**src/rtl/seq_pkg.sv**
```systemverilog
// Shared types and the reset-table helper for the pattern sequencer.
package seq_pkg;

  // Entry fields are sized for the widest supported OUT_W (16). Users keep
  // only the low OUT_W bits, which gives the modulo-2^OUT_W reset values.
  localparam int ENTRY_W_MAX = 16;

  typedef struct packed {
    logic [ENTRY_W_MAX-1:0] out1;
    logic [ENTRY_W_MAX-1:0] out2;
  } step_entry_t;

  // Step transition chosen on each clock edge.
  typedef enum logic [2:0] {
    ACT_HOLD,
    ACT_RESTART,
    ACT_JUMP,
    ACT_ADVANCE,
    ACT_WRAP,
    ACT_RECOVER
  } step_act_e;

  // Power-on contents of entry idx: out1 counts up from 1, out2 counts down
  // to 0 at the last step.
  function automatic step_entry_t reset_entry(input int idx, input int num_steps);
    step_entry_t e;
    e.out1 = ENTRY_W_MAX'(idx + 1);
    e.out2 = ENTRY_W_MAX'(num_steps - 1 - idx);
    return e;
  endfunction

endpackage

```
**src/rtl/pattern_sequencer_if.sv**
```systemverilog
// Control, table-write and status bundle of the pattern sequencer.
interface pattern_sequencer_if #(
  parameter int NUM_STEPS = 5,
  parameter int OUT_W     = 3,
  parameter int PCNT_W    = 8
);
  localparam int SW = $clog2(NUM_STEPS);

  logic              restart;
  logic              pause;
  logic              jump;
  logic [SW-1:0]     jump_step;
  logic              mode_loop;
  logic              tbl_we;
  logic [SW-1:0]     tbl_addr;
  logic [OUT_W-1:0]  tbl_out1;
  logic [OUT_W-1:0]  tbl_out2;
  logic [SW-1:0]     step;
  logic [OUT_W-1:0]  out1;
  logic [OUT_W-1:0]  out2;
  logic              even;
  logic              odd;
  logic              terminal;
  logic [PCNT_W-1:0] pass_cnt;

  modport master (
    output restart, pause, jump, jump_step, mode_loop,
           tbl_we, tbl_addr, tbl_out1, tbl_out2,
    input  step, out1, out2, even, odd, terminal, pass_cnt
  );

  modport slave (
    input  restart, pause, jump, jump_step, mode_loop,
           tbl_we, tbl_addr, tbl_out1, tbl_out2,
    output step, out1, out2, even, odd, terminal, pass_cnt
  );

endinterface

```
**src/rtl/seq_table.sv**
```systemverilog
// Step table: one register pair per step, one write port, one async read port.
module seq_table
  import seq_pkg::*;
#(
  parameter  int NUM_STEPS = 5,
  parameter  int OUT_W     = 3,
  localparam int SW        = $clog2(NUM_STEPS)
) (
  input  logic             clk,
  input  logic             reset,
  input  logic             we_i,
  input  logic [SW-1:0]    waddr_i,
  input  logic [OUT_W-1:0] wout1_i,
  input  logic [OUT_W-1:0] wout2_i,
  input  logic [SW-1:0]    raddr_i,
  output logic [OUT_W-1:0] rout1_o,
  output logic [OUT_W-1:0] rout2_o
);

  logic [OUT_W-1:0] out1_all [NUM_STEPS];
  logic [OUT_W-1:0] out2_all [NUM_STEPS];

  // Addresses at or above NUM_STEPS match no entry, so those writes vanish.
  for (genvar gi = 0; gi < NUM_STEPS; gi++) begin : g_entry
    localparam step_entry_t RST_E = reset_entry(gi, NUM_STEPS);
    logic [OUT_W-1:0] out1_q;
    logic [OUT_W-1:0] out2_q;

    // Entry register; reset restores the power-on pattern and beats any write.
    always_ff @(posedge clk or posedge reset) begin
      if (reset) begin
        out1_q <= RST_E.out1[OUT_W-1:0];
        out2_q <= RST_E.out2[OUT_W-1:0];
      end else if (we_i && (waddr_i == SW'(gi))) begin
        out1_q <= wout1_i;
        out2_q <= wout2_i;
      end
    end

    assign out1_all[gi] = out1_q;
    assign out2_all[gi] = out2_q;
  end

  // Read mux; an out-of-range address reads zero.
  always_comb begin
    rout1_o = '0;
    rout2_o = '0;
    for (int i = 0; i < NUM_STEPS; i++) begin
      if (raddr_i == SW'(i)) begin
        rout1_o = out1_all[i];
        rout2_o = out2_all[i];
      end
    end
  end

endmodule

```
**src/rtl/pattern_sequencer.sv**
```systemverilog
// Step sequencer: walks a programmable table, with restart/jump/pause control
// and a saturating count of completed loops.
//
//   action       | meaning
//   -------------+-----------------------------------------------------
//   ACT_RECOVER  | step register out of range, reload step 0
//   ACT_RESTART  | restart asserted, step 0, pass count untouched
//   ACT_JUMP     | jump to an in-range jump_step, pass count untouched
//   ACT_HOLD     | pause, or one-shot mode sitting at the last step
//   ACT_ADVANCE  | step + 1
//   ACT_WRAP     | loop mode at last step: step 0, pass count + 1 (sat)
module pattern_sequencer
  import seq_pkg::*;
#(
  parameter  int NUM_STEPS = 5,
  parameter  int OUT_W     = 3,
  parameter  int PCNT_W    = 8,
  localparam int SW        = $clog2(NUM_STEPS)
) (
  input  logic          clk,
  input  logic          reset,
  pattern_sequencer_if.slave bus
);

  localparam logic [SW-1:0] LAST_STEP   = SW'(NUM_STEPS - 1);
  localparam logic [SW:0]   NUM_STEPS_W = (SW+1)'(NUM_STEPS);

  logic [SW-1:0]     step_q;
  logic [SW-1:0]     step_d;
  logic [PCNT_W-1:0] pcnt_q;
  logic [PCNT_W-1:0] pcnt_d;
  step_act_e         act;
  logic              step_valid;
  logic              jump_valid;
  logic [OUT_W-1:0]  tbl_out1;
  logic [OUT_W-1:0]  tbl_out2;

  assign step_valid = ({1'b0, step_q} < NUM_STEPS_W);
  assign jump_valid = ({1'b0, bus.jump_step} < NUM_STEPS_W);

  seq_table #(
    .NUM_STEPS (NUM_STEPS),
    .OUT_W     (OUT_W)
  ) u_table (
    .clk     (clk),
    .reset   (reset),
    .we_i    (bus.tbl_we),
    .waddr_i (bus.tbl_addr),
    .wout1_i (bus.tbl_out1),
    .wout2_i (bus.tbl_out2),
    .raddr_i (step_q),
    .rout1_o (tbl_out1),
    .rout2_o (tbl_out2)
  );

  // State register: current step and pass counter.
  always_ff @(posedge clk or posedge reset) begin
    if (reset) begin
      step_q <= '0;
      pcnt_q <= '0;
    end else begin
      step_q <= step_d;
      pcnt_q <= pcnt_d;
    end
  end

  // Next-state: pick one action by priority, then derive step and count.
  always_comb begin
    act    = ACT_HOLD;
    step_d = step_q;
    if (!step_valid) begin
      act    = ACT_RECOVER;
      step_d = '0;
    end else if (bus.restart) begin
      act    = ACT_RESTART;
      step_d = '0;
    end else if (bus.jump && jump_valid) begin
      act    = ACT_JUMP;
      step_d = bus.jump_step;
    end else if (bus.pause) begin
      act    = ACT_HOLD;
    end else if (step_q != LAST_STEP) begin
      act    = ACT_ADVANCE;
      step_d = step_q + SW'(1);
    end else if (bus.mode_loop) begin
      act    = ACT_WRAP;
      step_d = '0;
    end

    pcnt_d = pcnt_q;
    if ((act == ACT_WRAP) && (pcnt_q != '1)) begin
      pcnt_d = pcnt_q + PCNT_W'(1);
    end
  end

  // Outputs: all derived from the current step with no added latency.
  always_comb begin
    bus.step     = step_q;
    bus.odd      = ~step_q[0];
    bus.even     = step_q[0];
    bus.terminal = (step_q == LAST_STEP);
    bus.pass_cnt = pcnt_q;
    bus.out1     = tbl_out1;
    bus.out2     = tbl_out2;
  end

endmodule

```
**src/flat_wrapper.sv**
```systemverilog
// flat-port wrapper written by rule: the top's interface ports become plain ports
module pattern_sequencer_flat import seq_pkg::*;
#(
  parameter  int NUM_STEPS = 5,
  parameter  int OUT_W     = 3,
  parameter  int PCNT_W    = 8,
  localparam int SW        = $clog2(NUM_STEPS)
)
  (clk, reset, bus_restart, bus_pause, bus_jump, bus_jump_step, bus_mode_loop, bus_tbl_we, bus_tbl_addr, bus_tbl_out1, bus_tbl_out2, bus_step, bus_out1, bus_out2, bus_even, bus_odd, bus_terminal, bus_pass_cnt);
  pattern_sequencer_if #(.NUM_STEPS(NUM_STEPS), .OUT_W(OUT_W), .PCNT_W(PCNT_W)) bus_i ();
  input  logic clk;
  input  logic reset;
  input wire logic [$bits(bus_i.restart)-1:0] bus_restart;
  input wire logic [$bits(bus_i.pause)-1:0] bus_pause;
  input wire logic [$bits(bus_i.jump)-1:0] bus_jump;
  input wire logic [$bits(bus_i.jump_step)-1:0] bus_jump_step;
  input wire logic [$bits(bus_i.mode_loop)-1:0] bus_mode_loop;
  input wire logic [$bits(bus_i.tbl_we)-1:0] bus_tbl_we;
  input wire logic [$bits(bus_i.tbl_addr)-1:0] bus_tbl_addr;
  input wire logic [$bits(bus_i.tbl_out1)-1:0] bus_tbl_out1;
  input wire logic [$bits(bus_i.tbl_out2)-1:0] bus_tbl_out2;
  output wire logic [$bits(bus_i.step)-1:0] bus_step;
  output wire logic [$bits(bus_i.out1)-1:0] bus_out1;
  output wire logic [$bits(bus_i.out2)-1:0] bus_out2;
  output wire logic [$bits(bus_i.even)-1:0] bus_even;
  output wire logic [$bits(bus_i.odd)-1:0] bus_odd;
  output wire logic [$bits(bus_i.terminal)-1:0] bus_terminal;
  output wire logic [$bits(bus_i.pass_cnt)-1:0] bus_pass_cnt;
  assign bus_i.restart = bus_restart;
  assign bus_i.pause = bus_pause;
  assign bus_i.jump = bus_jump;
  assign bus_i.jump_step = bus_jump_step;
  assign bus_i.mode_loop = bus_mode_loop;
  assign bus_i.tbl_we = bus_tbl_we;
  assign bus_i.tbl_addr = bus_tbl_addr;
  assign bus_i.tbl_out1 = bus_tbl_out1;
  assign bus_i.tbl_out2 = bus_tbl_out2;
  assign bus_step = bus_i.step;
  assign bus_out1 = bus_i.out1;
  assign bus_out2 = bus_i.out2;
  assign bus_even = bus_i.even;
  assign bus_odd = bus_i.odd;
  assign bus_terminal = bus_i.terminal;
  assign bus_pass_cnt = bus_i.pass_cnt;
  pattern_sequencer #(.NUM_STEPS(NUM_STEPS), .OUT_W(OUT_W), .PCNT_W(PCNT_W)) u_core (.clk(clk), .reset(reset), .bus(bus_i));
endmodule
```
**config.mk**
```make
export PLATFORM = sky130hd
export DESIGN_NAME = pattern_sequencer_flat
export DESIGN_NICKNAME = d
export VERILOG_FILES = /design/src/rtl/seq_pkg.sv /design/src/rtl/pattern_sequencer_if.sv /design/src/rtl/seq_table.sv /design/src/rtl/pattern_sequencer.sv /design/src/flat_wrapper.sv
export SDC_FILE = /design/constraint.sdc
export NUM_CORES = 1
export LEC_CHECK = 0
export ABC_AREA = 1
export BUFFER_PORTS_ARGS = -buffer_cell sky130_fd_sc_hd__buf_2
export CAP_MARGIN = 40
export CORE_ASPECT_RATIO = 0.6
export CORE_MARGIN = 1.5
export CORE_UTILIZATION = 35
export DETAILED_ROUTE_END_ITERATION = 8
export SLEW_MARGIN = 0
export SYNTH_ARGS = -nofsm -noshare
export SYNTH_HDL_FRONTEND = slang
export SYNTH_HIERARCHICAL = 1
export SYNTH_SLANG_ARGS = --single-unit
```
**constraint.sdc**
```tcl
create_clock -name clk -period 1.6 [get_ports clk]
set_input_delay 0.24 -clock clk [delete_from_list [all_inputs] [get_ports clk]]
set_output_delay 0.24 -clock clk [all_outputs]
set_load 0.02 [all_outputs]
```
Word-level counts from Yosys, hierarchy flattened
Cells that the tools add are included.
Storage, ports and cells
  register bits after elaboration: 41
  input bits: 19
Cells by class
  add/subtract/negate cells: 2
  magnitude comparators: 2
  equal/unequal tests: 13
  mux-type cells: 22
  bitwise logic cells: 1
  reduce and logical (&&, ||, !) cells: 10
Operators by type and width (number)
  $mux 3: 22
  $eq 3x2->1 const B: 4
  $eq 3x3->1 const B: 3
  $add 8x1->8 const B: 1
  $ne 8x8->1 const B: 1
  $logic_and 1x1->1: 7
  $eq 3x1->1 const B: 2
  $logic_not 3->1: 2
  $lt 3x3->1 const B: 2
  $ne 5x5->1 const B: 1
  $ne 4x4->1 const B: 1
  $add 3x1->3 const B: 1
  $ne 3x3->1 const B: 1
  $reduce_and 2->1: 1
  $not 1->1: 1

Depth between registers and ports, before layout
Gate-level depths: netlist of run 1.
  depth after elaboration: 8
  depth in mapped cells: 8
  gate-level depth less buffers: 8

Modules after synthesis
Netlist of run 1, hierarchy kept.
Modules (own cells, without submodules)
  seq_table: times used 1, cells an instance 175, area each 1446.4 um^2
  pattern_sequencer: times used 1, cells an instance 114, area each 809.5 um^2

Worst setup path after synthesis of run 1
No wires, ideal clock.
  path kind: register to register
  start point: register u_core.step_q[0], in the netlist u_core/bus.step[0]
  end point: register u_core.pcnt_q[2], in the netlist u_core/bus.pass_cnt[2]
  setup time: 118 ps
  data arrival time: 1458 ps
  data required time: 1482 ps
  slack: 24 ps
  cell stages (with the launch flop): 8
  period minus slack after synthesis: 1576 ps
  cell sequence: dfrtp_1 > inv_1 > ha_1 > nand2_2 > nor2_4 > nand4_2 > nand2_1 > nand2_1
Between the ends
  longest elaborated chain between the ends: 8
  elaborated cells between the ends (all ways): 9
RTL lines
  start, declared: line pattern_sequencer.sv:28  | logic [SW-1:0] step_q;
  start signal, assigned: line pattern_sequencer.sv:62  | step_q <= step_d;
  $ne 3x3->1: line pattern_sequencer.sv:82  | end else if (step_q != LAST_STEP) begin
  $mux 3: line pattern_sequencer.sv:82
  $mux 3: line pattern_sequencer.sv:80  | end else if (bus.pause) begin
  $mux 3: line pattern_sequencer.sv:77  | end else if (bus.jump && jump_valid) begin
  $mux 3: line pattern_sequencer.sv:74  | end else if (bus.restart) begin
  $mux 3 (*): line pattern_sequencer.sv:71  | if (!step_valid) begin
  $eq 3x3->1 (*): line pattern_sequencer.sv:91  | if ((act == ACT_WRAP) && (pcnt_q != '1)) begin
  $logic_and 1x1->1 (*): line pattern_sequencer.sv:91
  end signal, assigned: line pattern_sequencer.sv:63  | pcnt_q <= pcnt_d;
  end, declared: line pattern_sequencer.sv:30  | logic [PCNT_W-1:0] pcnt_q;
Mark *: on every way between the ends. The rest lies on a longest branch, timed or not.
A chain may end at the register's enable or synchronous reset.

Worst setup path after layout of run 1
  start point: register u_core.step_q[1], in the netlist u_core/bus.step[1]
  end point: output bus_out1[1]
Between the ends
  longest elaborated chain between the ends: 6
  elaborated cells between the ends (all ways): 10
RTL lines
  $logic_not 3->1: line seq_table.sv:49  | if (raddr_i == SW'(i)) begin
  $mux 3 (4 in series): line seq_table.sv:49
  $mux 3 (*): line seq_table.sv:49
  end, declared: line flat_wrapper.sv:23  | output wire logic [$bits(bus_i.out1)-1:0] bus_out1;
Marked as above.

==> results.py, run 1 <==
metrics = {
    "floorplanning": {
        "cell_rows": 22,
        "core-area_sq_um": 6166,
        "die_x_microns": 106.6,
        "dieHeight_microns": 65.19,
        "die_area_sq_um": 6952,
        "floorplan.initialDensity": 0.3659,
        "io_pins": 39,
    },
    "sta": {
        "timing.max_slew.rel_slack": 0.6784,
        "timing.hold.ws_ns": 0.2753,
        "final.min_clock_period_ns": 1.764,
        "finalCritPeriodShare": 1.102,
        "postLayoutSetupSlackWorst_ns": -0.1639,
        "setup_repair_after_global_routing_missed_its_margin": "true",
        "max_slew.worst_pin.slew_ns": 0.4811,
        "max_slew_violations": 0,
        "hold_viol_final": 0,
        "setup_viol": 15,
        "fmax_ghz": 0.5669,
        "clock_skew_ns": 0.002619,
    },
    "route": {
        "drtIter0Drc": 157,
        "drc": 0,
        "router_iterations_before_antenna_repair": 4,
        "post_drt_via_cell_ratio": 4.729,
        "routed_wl_mm": 5.700,
        "drt.antenna.violating_nets": 0,
        "vias": 2038,
        "routed_wire_length_per_instance_microns": 13.23,
    },
    "placement": {
        "post-dp-hpwl_mm": 3.921,
        "place_congestion": 0.7798,
        "place.detailed.instances": 412,
        "area_of_placed_instances_sq_um": 2561,
        "io_buffer_count": 38,
    },
    "critical_path": {
        "rr_startpoint": "u_core/bus.step[1]",
        "timing.reg2reg.worst_path_depth": 10,
        "crit_type": "register to primary output",
        "crit_path_start_kind": "register",
        "critPathCaptureType": "primary output",
        "rrSetupSlack_ns": -0.08,
        "crit-reg2reg-capture": "u_core/bus.pass_cnt[7]",
        "worstPathRequired_ns": 1.36,
        "critical_path.max_fanout": 7,
        "arrival_ns": 1.52,
    },
    "yosys": {
        "number_of_storage_elements_in_the_synthesis_netlist": 41,
        "portion_of_netlist_area_occupied_by_mux_cells": 0,
        "largest_family_of_logic_cells_by_synthesized_area": "simple AND/OR/NAND/NOR gates",
        "synth_largest_type_area_fraction": 0.3217,
        "yosys.area_share.xor_xnor": 0.01553,
        "yosysSeqAreaShare": 0.4615,
        "post_synth_inst_count": 289,
        "dominant_cell_type_by_area_after_synthesis": "dfrtp_1",
        "synth_compound_area_frac": 0.08652,
        "avgSynthCellArea_sq_um": 7.806,
        "post_synth_num_cell_types": 27,
        "postSynthNetCount": 311,
        "yosys.area_share.simple": 0.3411,
        "cell_area_synth_sq_um": 2256,
        "yosys_warnings": 6,
        "synthAdderAreaFrac": 0.01664,
        "synth_top_cells_by_area": "dfrtp_1 32%, nand2_1 16%, dfstp_2 14%",
    },
    "finish": {
        "fin_area_sq_um": 2968,
        "mostFrequentLayoutCell": "nand2_1",
        "syn2layout_area_growth_pct": 31.56,
        "layout-drive-gt1-share": 0.3660,
        "diodes": 0,
        "finalNetCount": 368,
        "multi_input_comb_area_sq_um": 1180,
        "fill_cells": 604,
        "area_taken_by_flip_flops_and_latches_sq_um": 1044,
        "layout.cells.most_common_list": "88 x nand2_1, 32 x buf_2, 27 x inv_1, 27 x dfrtp_1, 22 x o21ai_1",
        "number_of_standard_cells_in_the_layout_taps_in_and_fillers_out": 431,
    },
    "global_routing": {
        "largest_net_degree_at_the_start_of_global_routing": 31,
        "grtUsageTotal": 0.1704,
        "grt_pass1_vias": 1858,
        "antenna_violations_before_repair": 0,
        "grt_overflow": 0,
        "global_route.usage.met3": 0.03472,
        "first_pass_grt_wire_length_mm": 9.156,
        "grt_util_met2": 0.2300,
        "grt_use_met1": 0.2635,
        "grt.busiest_layer": "met1",
    },
    "worst_hold_path": {
        "holdCritPathClass": "primary input to register",
        "worst_hold_path.endpoint": "u_core/u_table/g_entry[3].out2_q[0]",
        "hold_path_startpoint": "bus_tbl_out2[0]",
        "whs_path_depth": 3,
    },
    "clock_network": {
        "cts.sink_count": 41,
        "clk_root_buffer_cell": "clkbuf_8",
        "numCtsBuffers": 5,
        "insertion_delay_ns": 0.28,
        "ctsHtreeMaxLevel": 2,
        "max-clock-path-buffers": 2,
        "worst_setup_hold_path_clk_slew_ns": 0.08,
        "tritoncts_clock_tree": "built",
    },
    "run": {
        "drv_cap": 0,
    },
    "run_status": {
        "status": "complete, but fails checks",
        "violations": "setup timing",
    },
    "power": {
        "power_leakage_nw": 1.542,
        "ir_worst_vdd_v": 0.0004744,
        "power_density_nw_per_um2": 1004,
    },
}
## synth_stat cells (all sizes together)
cell,number
a21oi,2
o21ai,34
nand3b,1
buf,8
nand4,10
inv,32
nand3,30
nor2,26
nand2,96
dfrtp,29
xnor2,1
nor3,2
dfstp,12
xor2,3
ha,3
## registers in the layout, indices dropped and copies added (netlist names)
name	count
u_core/u_table/g_entry.out2_q	15
u_core/u_table/g_entry.out1_q	15
u_core/bus.step	3
u_core/bus.pass_cnt	8
## power breakdown
part           switching, mW  internal [mW]
clock                  0.352          0.509
sequential             0.115           1.24
combinational          0.446          0.324
total                  0.913           2.07
## how the worst max path moves through the flow
stage,to,start
2_1_floorplan,u_core/bus.pass_cnt[2],u_core/bus.step[0]
3_3_place_gp,bus_out2[2],u_core/bus.step[1]
3_5_place_dp,bus_out2[2],u_core/bus.step[1]
4_1_cts,bus_out2[2],u_core/bus.step[1]
5_1_grt,bus_out2[0],u_core/bus.step[1]
6_report,bus_out1[1],u_core/bus.step[1]
## critical path, cell delays in order (launching register included)
cell and delay (ns):
dfrtp_2 0.50, inv_4 0.08, nor3_4 0.23, buf_6 0.17, nand2_2 0.06, nand3_2 0.08, buf_6 0.11
## layer usage
| layer | share of wire | wire (microns) | up-vias |
|---|---|---|---|
| li1 | - | - | 1041 |
| met1 | 0.53 | 3030 | 944 |
| met2 | 0.40 | 2293 | 49 |
| met3 | 0.057 | 323 | 4 |
| met4 | 0.0093 | 53 | 0 |
| met5 | 0 | 0 | - |
## through the flow
step	setup slack [ns]	setup TNS [ns]	power, mW	utilization
final	-0.1639	-1.448	2.981	0.4813
after floorplan	0.02388	0	1.780	-
after global routing	-0.2190	-2.804	3.164	0.4813
after global placement	0.05206	0	1.967	0.4154
after detailed placement	0.02888	0	1.984	0.4154
after CTS	-0.1070	-0.5667	2.972	0.4600
## final cells by class
class	instances	share of cell area
multi-input combinational	208	0.3976
sequential	41	0.3516
timing repair buffer	58	0.1349
inverter	32	0.04132
tap	84	0.03541
clock buffer	7	0.02909
clock inverter	1	0.01012
## kinds of logic (layout without fill, tap and decap cells)
| logic type | Yosys count | after routing |
|---|---|---|
| AO/OA/AOI/OAI | 36 | 36 |
| XOR/XNOR | 4 | 4 |
| adder cells (fa/ha/maj) | 3 | 3 |
| buffers and inverters | 40 | 98 |
| flip-flops | 41 | 41 |
| AND/OR/NAND/NOR | 165 | 165 |
## what timing repair did
action	4_1_cts	5_1_grt
endpoints found under the setup margin	7	18
hold endpoints to repair	11	0
setup buffers	6	4
hold buffers	1	0
pin swaps	4	5
gates resized for setup	32	19
(Power assumes the default switching activity.)
==> inputs of run 2 (changes only) <==
REMOVE_ABC_BUFFERS = 1   (was unset)
==> run 2 against run 1 <==
Sequential power about the same. The flow still finishes with violations (setup timing). Sequential cell count is the same. First-iteration DRC count shrank 45%. Cell count fell by 0.70%. Sequential share of layout area up 0.63 points. Critical path depth grew 1. Routed wire length decreased by 4.5%. Combinational power increased by 2%. Clock skew decreased by 0.0012 ns. Clock-buffer cell count decreased by 1. Critical path type unchanged. Die area unchanged.
==> results.py, run 2 (synthesis gave the netlist of run 1 again) <==
metrics = {
    "floorplanning": {
        "dieHeight_microns": 65.19,
        "core-area_sq_um": 6166,
        "floorplan.initialDensity": 0.3659,
        "io_pins": 39,
        "cell_rows": 22,
        "die_x_microns": 106.6,
        "die_area_sq_um": 6952,
    },
    "placement": {
        "place_congestion": 0.7709,
        "io_buffer_count": 38,
        "place.detailed.instances": 412,
        "post-dp-hpwl_mm": 3.827,
    },
    "finish": {
        "syn2layout_area_growth_pct": 29.23,
        "fill_cells": 611,
        "finalNetCount": 365,
        "diodes": 0,
        "layout-drive-gt1-share": 0.3430,
        "number_of_standard_cells_in_the_layout_taps_in_and_fillers_out": 428,
        "layout.cells.most_common_list": "89 x nand2_1, 31 x buf_2, 27 x dfrtp_1",
        "mostFrequentLayoutCell": "nand2_1",
    },
    "critical_path": {
        "critPathCaptureType": "primary output",
        "arrival_ns": 1.48,
        "rrSetupSlack_ns": 0.07,
        "critPathCapture": "bus_out1[2]",
        "crit_type": "register to primary output",
        "rr_startpoint": "u_core/bus.step[0]",
        "critical_path.max_fanout": 7,
        "crit_path_cell_trace": "inv_2, buf_6, nand4_1, nand2_1, nor2_2, nand3_1, buf_6",
        "timing.reg2reg.worst_path_depth": 9,
        "crit_start": "u_core/bus.step[1]",
        "crit-reg2reg-capture": "u_core/bus.step[2]",
        "crit_path_top_delay_cell": "dfrtp_2",
        "cp_common_cell": "buf_6",
        "crit_path_start_kind": "register",
        "worstPathRequired_ns": 1.36,
        "delay_of_the_slowest_cell_on_the_worst_path_ns": 0.46,
    },
    "power": {
        "switching_share": 0.3106,
        "ir_worst_vdd_v": 0.0004497,
        "power.clock.fraction": 0.280,
        "power_leakage_nw": 1.501,
        "totalPowerFinal_mw": 2.961,
        "power_frac_seq": 0.453,
        "power_density_nw_per_um2": 1016,
        "share_comb_of_total_power": 0.266,
        "internal_power_mw": 2.041,
        "power_switching_mw": 0.9199,
    },
    "global_routing": {
        "grt_overflow": 0,
        "grtUsageTotal": 0.1709,
        "antenna_violations_before_repair": 0,
        "first_pass_grt_wire_length_mm": 9.190,
        "largest_net_degree_at_the_start_of_global_routing": 31,
        "grt_pass1_vias": 1901,
    },
    "route": {
        "post_drt_via_cell_ratio": 4.654,
        "drtIter0Drc": 87,
        "drc": 0,
        "routed_wl_mm": 5.442,
        "drt.antenna.violating_nets": 0,
        "router_iterations_before_antenna_repair": 4,
        "routed_wire_length_per_instance_microns": 12.71,
        "vias": 1992,
    },
    "clock_network": {
        "tritoncts_clock_tree": "built",
        "cts.sink_count": 41,
        "numCtsBuffers": 5,
        "worst_setup_hold_path_clk_slew_ns": 0.08,
        "ctsHtreeMaxLevel": 2,
        "clk_root_buffer_cell": "clkbuf_8",
        "max-clock-path-buffers": 2,
        "insertion_delay_ns": 0.29,
    },
    "sta": {
        "max_slew.worst_pin.slew_ns": 0.5394,
        "setup_repair_after_global_routing_missed_its_margin": "true",
        "max_slew_violations": 0,
        "hold_viol_final": 0,
        "fmax_ghz": 0.5808,
        "postLayoutSetupSlackWorst_ns": -0.1219,
        "setup_viol": 6,
        "final.min_clock_period_ns": 1.722,
        "timing.max_slew.rel_slack": 0.6394,
        "finalCritPeriodShare": 1.076,
        "clock_skew_ns": 0.001405,
    },
    "worst_hold_path": {
        "holdCritPathClass": "primary input to register",
    },
    "run_status": {
        "status": "complete, but fails checks",
        "violations": "setup timing",
    },
    "run": {
        "drv_cap": 0,
    },
}
[run 2: cell types whose count changed in the layout (fill, tap and decap cells not counted), sizes merged]
cell	change
buf	-3
clkbuf	-1
clkinv	+1
[run 2: how the worst min path moves through the flow]
stage,start,endpoint,cells past startpoint
2_1_floorplan,reset,u_core/bus.pass_cnt[0],1
3_3_place_gp,reset,u_core/bus.pass_cnt[1],2
3_5_place_dp,reset,u_core/bus.pass_cnt[1],2
4_1_cts,bus_tbl_out2[1],u_core/u_table/g_entry[2].out2_q[1],3
5_1_grt,bus_tbl_out1[1],u_core/u_table/g_entry[2].out1_q[1],3
6_report,bus_tbl_out1[1],u_core/u_table/g_entry[1].out1_q[1],3
[run 2: worst max-delay path, delay by kind of cell (launching register included)]
kind	cells	cell delay, ns
and+or+nand+nor	4	0.36
buffers and inverters	3	0.35
DFF	1	0.46
[run 2: final cells by class]
cell class / count / area, sq um / area share
Multi-Input combinational cell: 208 / 1141 / 0.3914
Sequential cell: 41 / 1044 / 0.3579
Timing Repair Buffer: 55 / 395.4 / 0.1356
Inverter: 32 / 122.6 / 0.04206
Tap cell: 84 / 105.1 / 0.03605
Clock buffer: 6 / 72.57 / 0.02489
Clock inverter: 2 / 35.03 / 0.01202
[run 2: timing repair]
action / 4_1_cts / 5_1_grt
hold endpoints to repair: 11 / 0
setup endpoints to repair: 7 / 11
setup buffers: 2 / 5
resized for setup: 27 / 23
hold buffers: 1 / 0
pin swaps: 5 / 6
[run 2: power by group through the flow]
stage / logic [mW] / clock network, mW / registers [mW]
3_3_place_gp: 0.617 / 0 / 1.35
4_1_cts: 0.719 / 0.849 / 1.34
3_5_place_dp: 0.627 / 0 / 1.35
2_1_floorplan: 0.400 / 0 / 1.36
6_report: 0.789 / 0.830 / 1.34
5_1_grt: 0.875 / 0.907 / 1.37
[run 2: stage by stage]
| step | worst slack (ns) | hold WS, ns | setup TNS, ns | instance area, sq um | utilization |
|---|---|---|---|---|---|
| after detailed placement | -0.001220 | 0.2808 | -0.001220 | 2561 | 0.4154 |
| after global placement | 0.02674 | 0.2727 | 0 | 2561 | 0.4154 |
| after CTS | -0.1342 | 0.2430 | -0.6568 | 2794 | 0.4531 |
| after global routing | -0.1901 | 0.2574 | -1.059 | 2915 | 0.4728 |
| final | -0.1219 | 0.2478 | -0.5737 | 2915 | 0.4728 |
| after floorplan | -0.3344 | 0.09244 | -3.271 | 2198 | - |
[run 2: routing by layer]
metal,up-vias,wire [microns],global-route usage
met5,-,0,0
met4,0,52,0.05500
met3,5,189,0.03175
met2,31,2229,0.2420
met1,918,2970,0.2590
li1,1038,-,-
==> inputs of run 3 (changes only) <==
BUFFER_PORTS_ARGS = unset   (was -buffer_cell sky130_fd_sc_hd__buf_2)
CORE_UTILIZATION = 40   (was 35)
DONT_BUFFER_PORTS = 1   (was unset)
==> run 3 against run 2 <==
Die area fell by 12%. Register-to-register slack worse by 0.05 ns. Clock-buffer cell count did not move. Via count shrank 1.1%. Critical endpoint is now bus_out1[0]. Sequential cell count stayed put. The flow still finishes with violations (setup timing). Maximum frequency grew 3.4%.
==> results.py, run 3 (synthesis gave the netlist of run 1 again) <==
metrics = {
    "run_status": {
        "status": "complete, but fails checks",
        "violations": "setup timing",
    },
    "power": {
        "internal_power_mw": 1.986,
        "power_leakage_nw": 1.476,
        "totalPowerFinal_mw": 2.899,
        "ir_worst_vdd_v": 0.0004537,
        "power.clock.fraction": 0.284,
        "share_comb_of_total_power": 0.252,
        "power_switching_mw": 0.9135,
        "switching_share": 0.3151,
        "power_frac_seq": 0.464,
        "power_density_nw_per_um2": 989.5,
    },
    "sta": {
        "max_slew.worst_pin.slew_ns": 0.5315,
        "final.setup.tns_ns": -0.3461,
        "setup_viol": 6,
        "max_slew_violations": 0,
        "setup_repair_after_global_routing_missed_its_margin": "true",
        "final.min_clock_period_ns": 1.665,
        "timing.max_slew.rel_slack": 0.6447,
        "timing.hold.ws_ns": 0.1337,
        "clock_skew_ns": 0.007601,
        "finalCritPeriodShare": 1.041,
        "fmax_ghz": 0.6005,
        "hold_viol_final": 0,
        "postLayoutSetupSlackWorst_ns": -0.06538,
    },
    "placement": {
        "post-dp-hpwl_mm": 4.010,
        "io_buffer_count": 0,
        "area_of_placed_instances_sq_um": 2446,
        "place.detailed.instances": 369,
        "place_congestion": 0.7655,
    },
    "finish": {
        "fill_cells": 469,
        "layout.cells.most_common_list": "87 x nand2_1, 27 x buf_4, 27 x dfrtp_1",
        "area_taken_by_flip_flops_and_latches_sq_um": 1044,
        "number_of_standard_cells_in_the_layout_taps_in_and_fillers_out": 390,
        "diodes": 0,
        "syn2layout_area_growth_pct": 29.89,
        "fin_area_sq_um": 2930,
        "multi_input_comb_area_sq_um": 1245,
        "mostFrequentLayoutCell": "nand2_1",
        "finalNetCount": 345,
        "layout-drive-gt1-share": 0.3426,
    },
    "clock_network": {
        "insertion_delay_ns": 0.30,
        "clk_root_buffer_cell": "clkbuf_8",
        "numCtsBuffers": 5,
        "worst_setup_hold_path_clk_slew_ns": 0.08,
        "tritoncts_clock_tree": "built",
        "cts.sink_count": 41,
        "max-clock-path-buffers": 2,
        "ctsHtreeMaxLevel": 2,
    },
    "critical_path": {
        "crit_type": "register to primary output",
        "crit_path_cell_trace": "inv_2, nor3_4, buf_12, nand2_2, nand3_4",
        "crit_buf_inv": 2,
        "arrival_ns": 1.43,
        "delay_of_the_slowest_cell_on_the_worst_path_ns": 0.48,
        "crit_path_start_kind": "register",
        "worstPathRequired_ns": 1.36,
        "crit_path_top_delay_cell": "dfrtp_2",
        "critical_path.max_fanout": 7,
        "worst_path_dominant_cell_family": "flip-flops",
        "critPathCaptureType": "primary output",
    },
    "global_routing": {
        "antenna_violations_before_repair": 0,
        "first_pass_grt_wire_length_mm": 8.749,
        "grt_pass1_vias": 1748,
        "grt_overflow": 0,
        "grtUsageTotal": 0.1921,
        "largest_net_degree_at_the_start_of_global_routing": 31,
    },
    "route": {
        "route.layer.met1.wl_mm": 2.924,
        "post_drt_via_cell_ratio": 5.051,
        "router_iterations_before_antenna_repair": 4,
        "drt.antenna.violating_nets": 0,
        "drc": 0,
        "vias": 1970,
        "drtIter0Drc": 144,
        "highest_layer": "met3",
        "met3WireLength_microns": 349,
        "route.met2.wl_mm": 2.265,
        "routed_wire_length_per_instance_microns": 14.20,
        "routed_wl_mm": 5.539,
    },
    "floorplanning": {
        "dieHeight_microns": 61.17,
        "io_pins": 39,
        "die_x_microns": 99.95,
        "floorplan.initialDensity": 0.4293,
        "die_area_sq_um": 6114,
        "core-area_sq_um": 5255,
        "cell_rows": 20,
    },
    "run": {
        "drv_cap": 0,
    },
    "worst_hold_path": {
        "holdCritPathClass": "primary input to register",
    },
}
-- run 3: cell count changes in the layout (fill, tap and decap cells not counted), moves of 3 or more --
cell	delta
buf_2	-31
buf_4	+17
buf_6	-9
nand3_1	-7
nand3_4	+5
buf_12	+3
-- run 3: repair_timing --
| item | in CTS | in global routing |
|---|---|---|
| cloned | 0 | 0 |
| endpoints found under the hold margin | 29 | 0 |
| hold buffers | 1 | 0 |
| endpoints found under the setup margin | 7 | 15 |
| resized for setup | 24 | 33 |
| setup buffers | 8 | 4 |
| pin swaps | 14 | 12 |
-- run 3: layer usage --
layer,vias to the layer above,global-route usage
met5,-,0
met4,0,0.06640
met3,0,0.04881
met2,51,0.2546
met1,919,0.2988
li1,1000,-
-- run 3: final timing paths --
path	start	end	slack, ns	cells after the start
worst max-delay path	u_core/bus.step[0]	bus_out1[0]	-0.07	5
worst min-delay path	bus_tbl_out1[0]	u_core/u_table/g_entry[2].out1_q[0]	0.13	2
worst max register to register	u_core/bus.step[0]	u_core/bus.pass_cnt[6]	0.02	10
worst min register to register	u_core/u_table/g_entry[2].out1_q[1]	u_core/u_table/g_entry[2].out1_q[1]	0.48	2
max in group asynchronous	reset	u_core/u_table/g_entry[2].out2_q[1]	0.79	3
min in group asynchronous	reset	u_core/bus.pass_cnt[1]	0.42	2
-- run 3: final cells by class --
| class | count | area share |
|---|---|---|
| sequential | 41 | 0.3561 |
| multi-input combinational | 208 | 0.4248 |
| clock inverter | 2 | 0.01196 |
| timing repair buffer | 35 | 0.1114 |
| tap | 66 | 0.02818 |
| inverter | 32 | 0.04270 |
| clock buffer | 6 | 0.02477 |
-- run 3: power by group through the flow --
stage	clock, mW	combinational, mW	sequential (mW)
3_5_place_dp	0	0.578	1.35
6_report	0.823	0.731	1.35
5_1_grt	0.894	0.822	1.37
4_1_cts	0.841	0.662	1.33
3_3_place_gp	0	0.566	1.35
2_1_floorplan	0	0.400	1.36
-- run 3: metrics by stage --
stage	util	setup WS [ns]
5_1_grt	0.5576	-0.1214
4_1_cts	0.5183	-0.04055
2_1_floorplan	-	-0.3344
3_3_place_gp	0.4655	0.06771
3_5_place_dp	0.4655	0.02425
6_report	0.5576	-0.06538
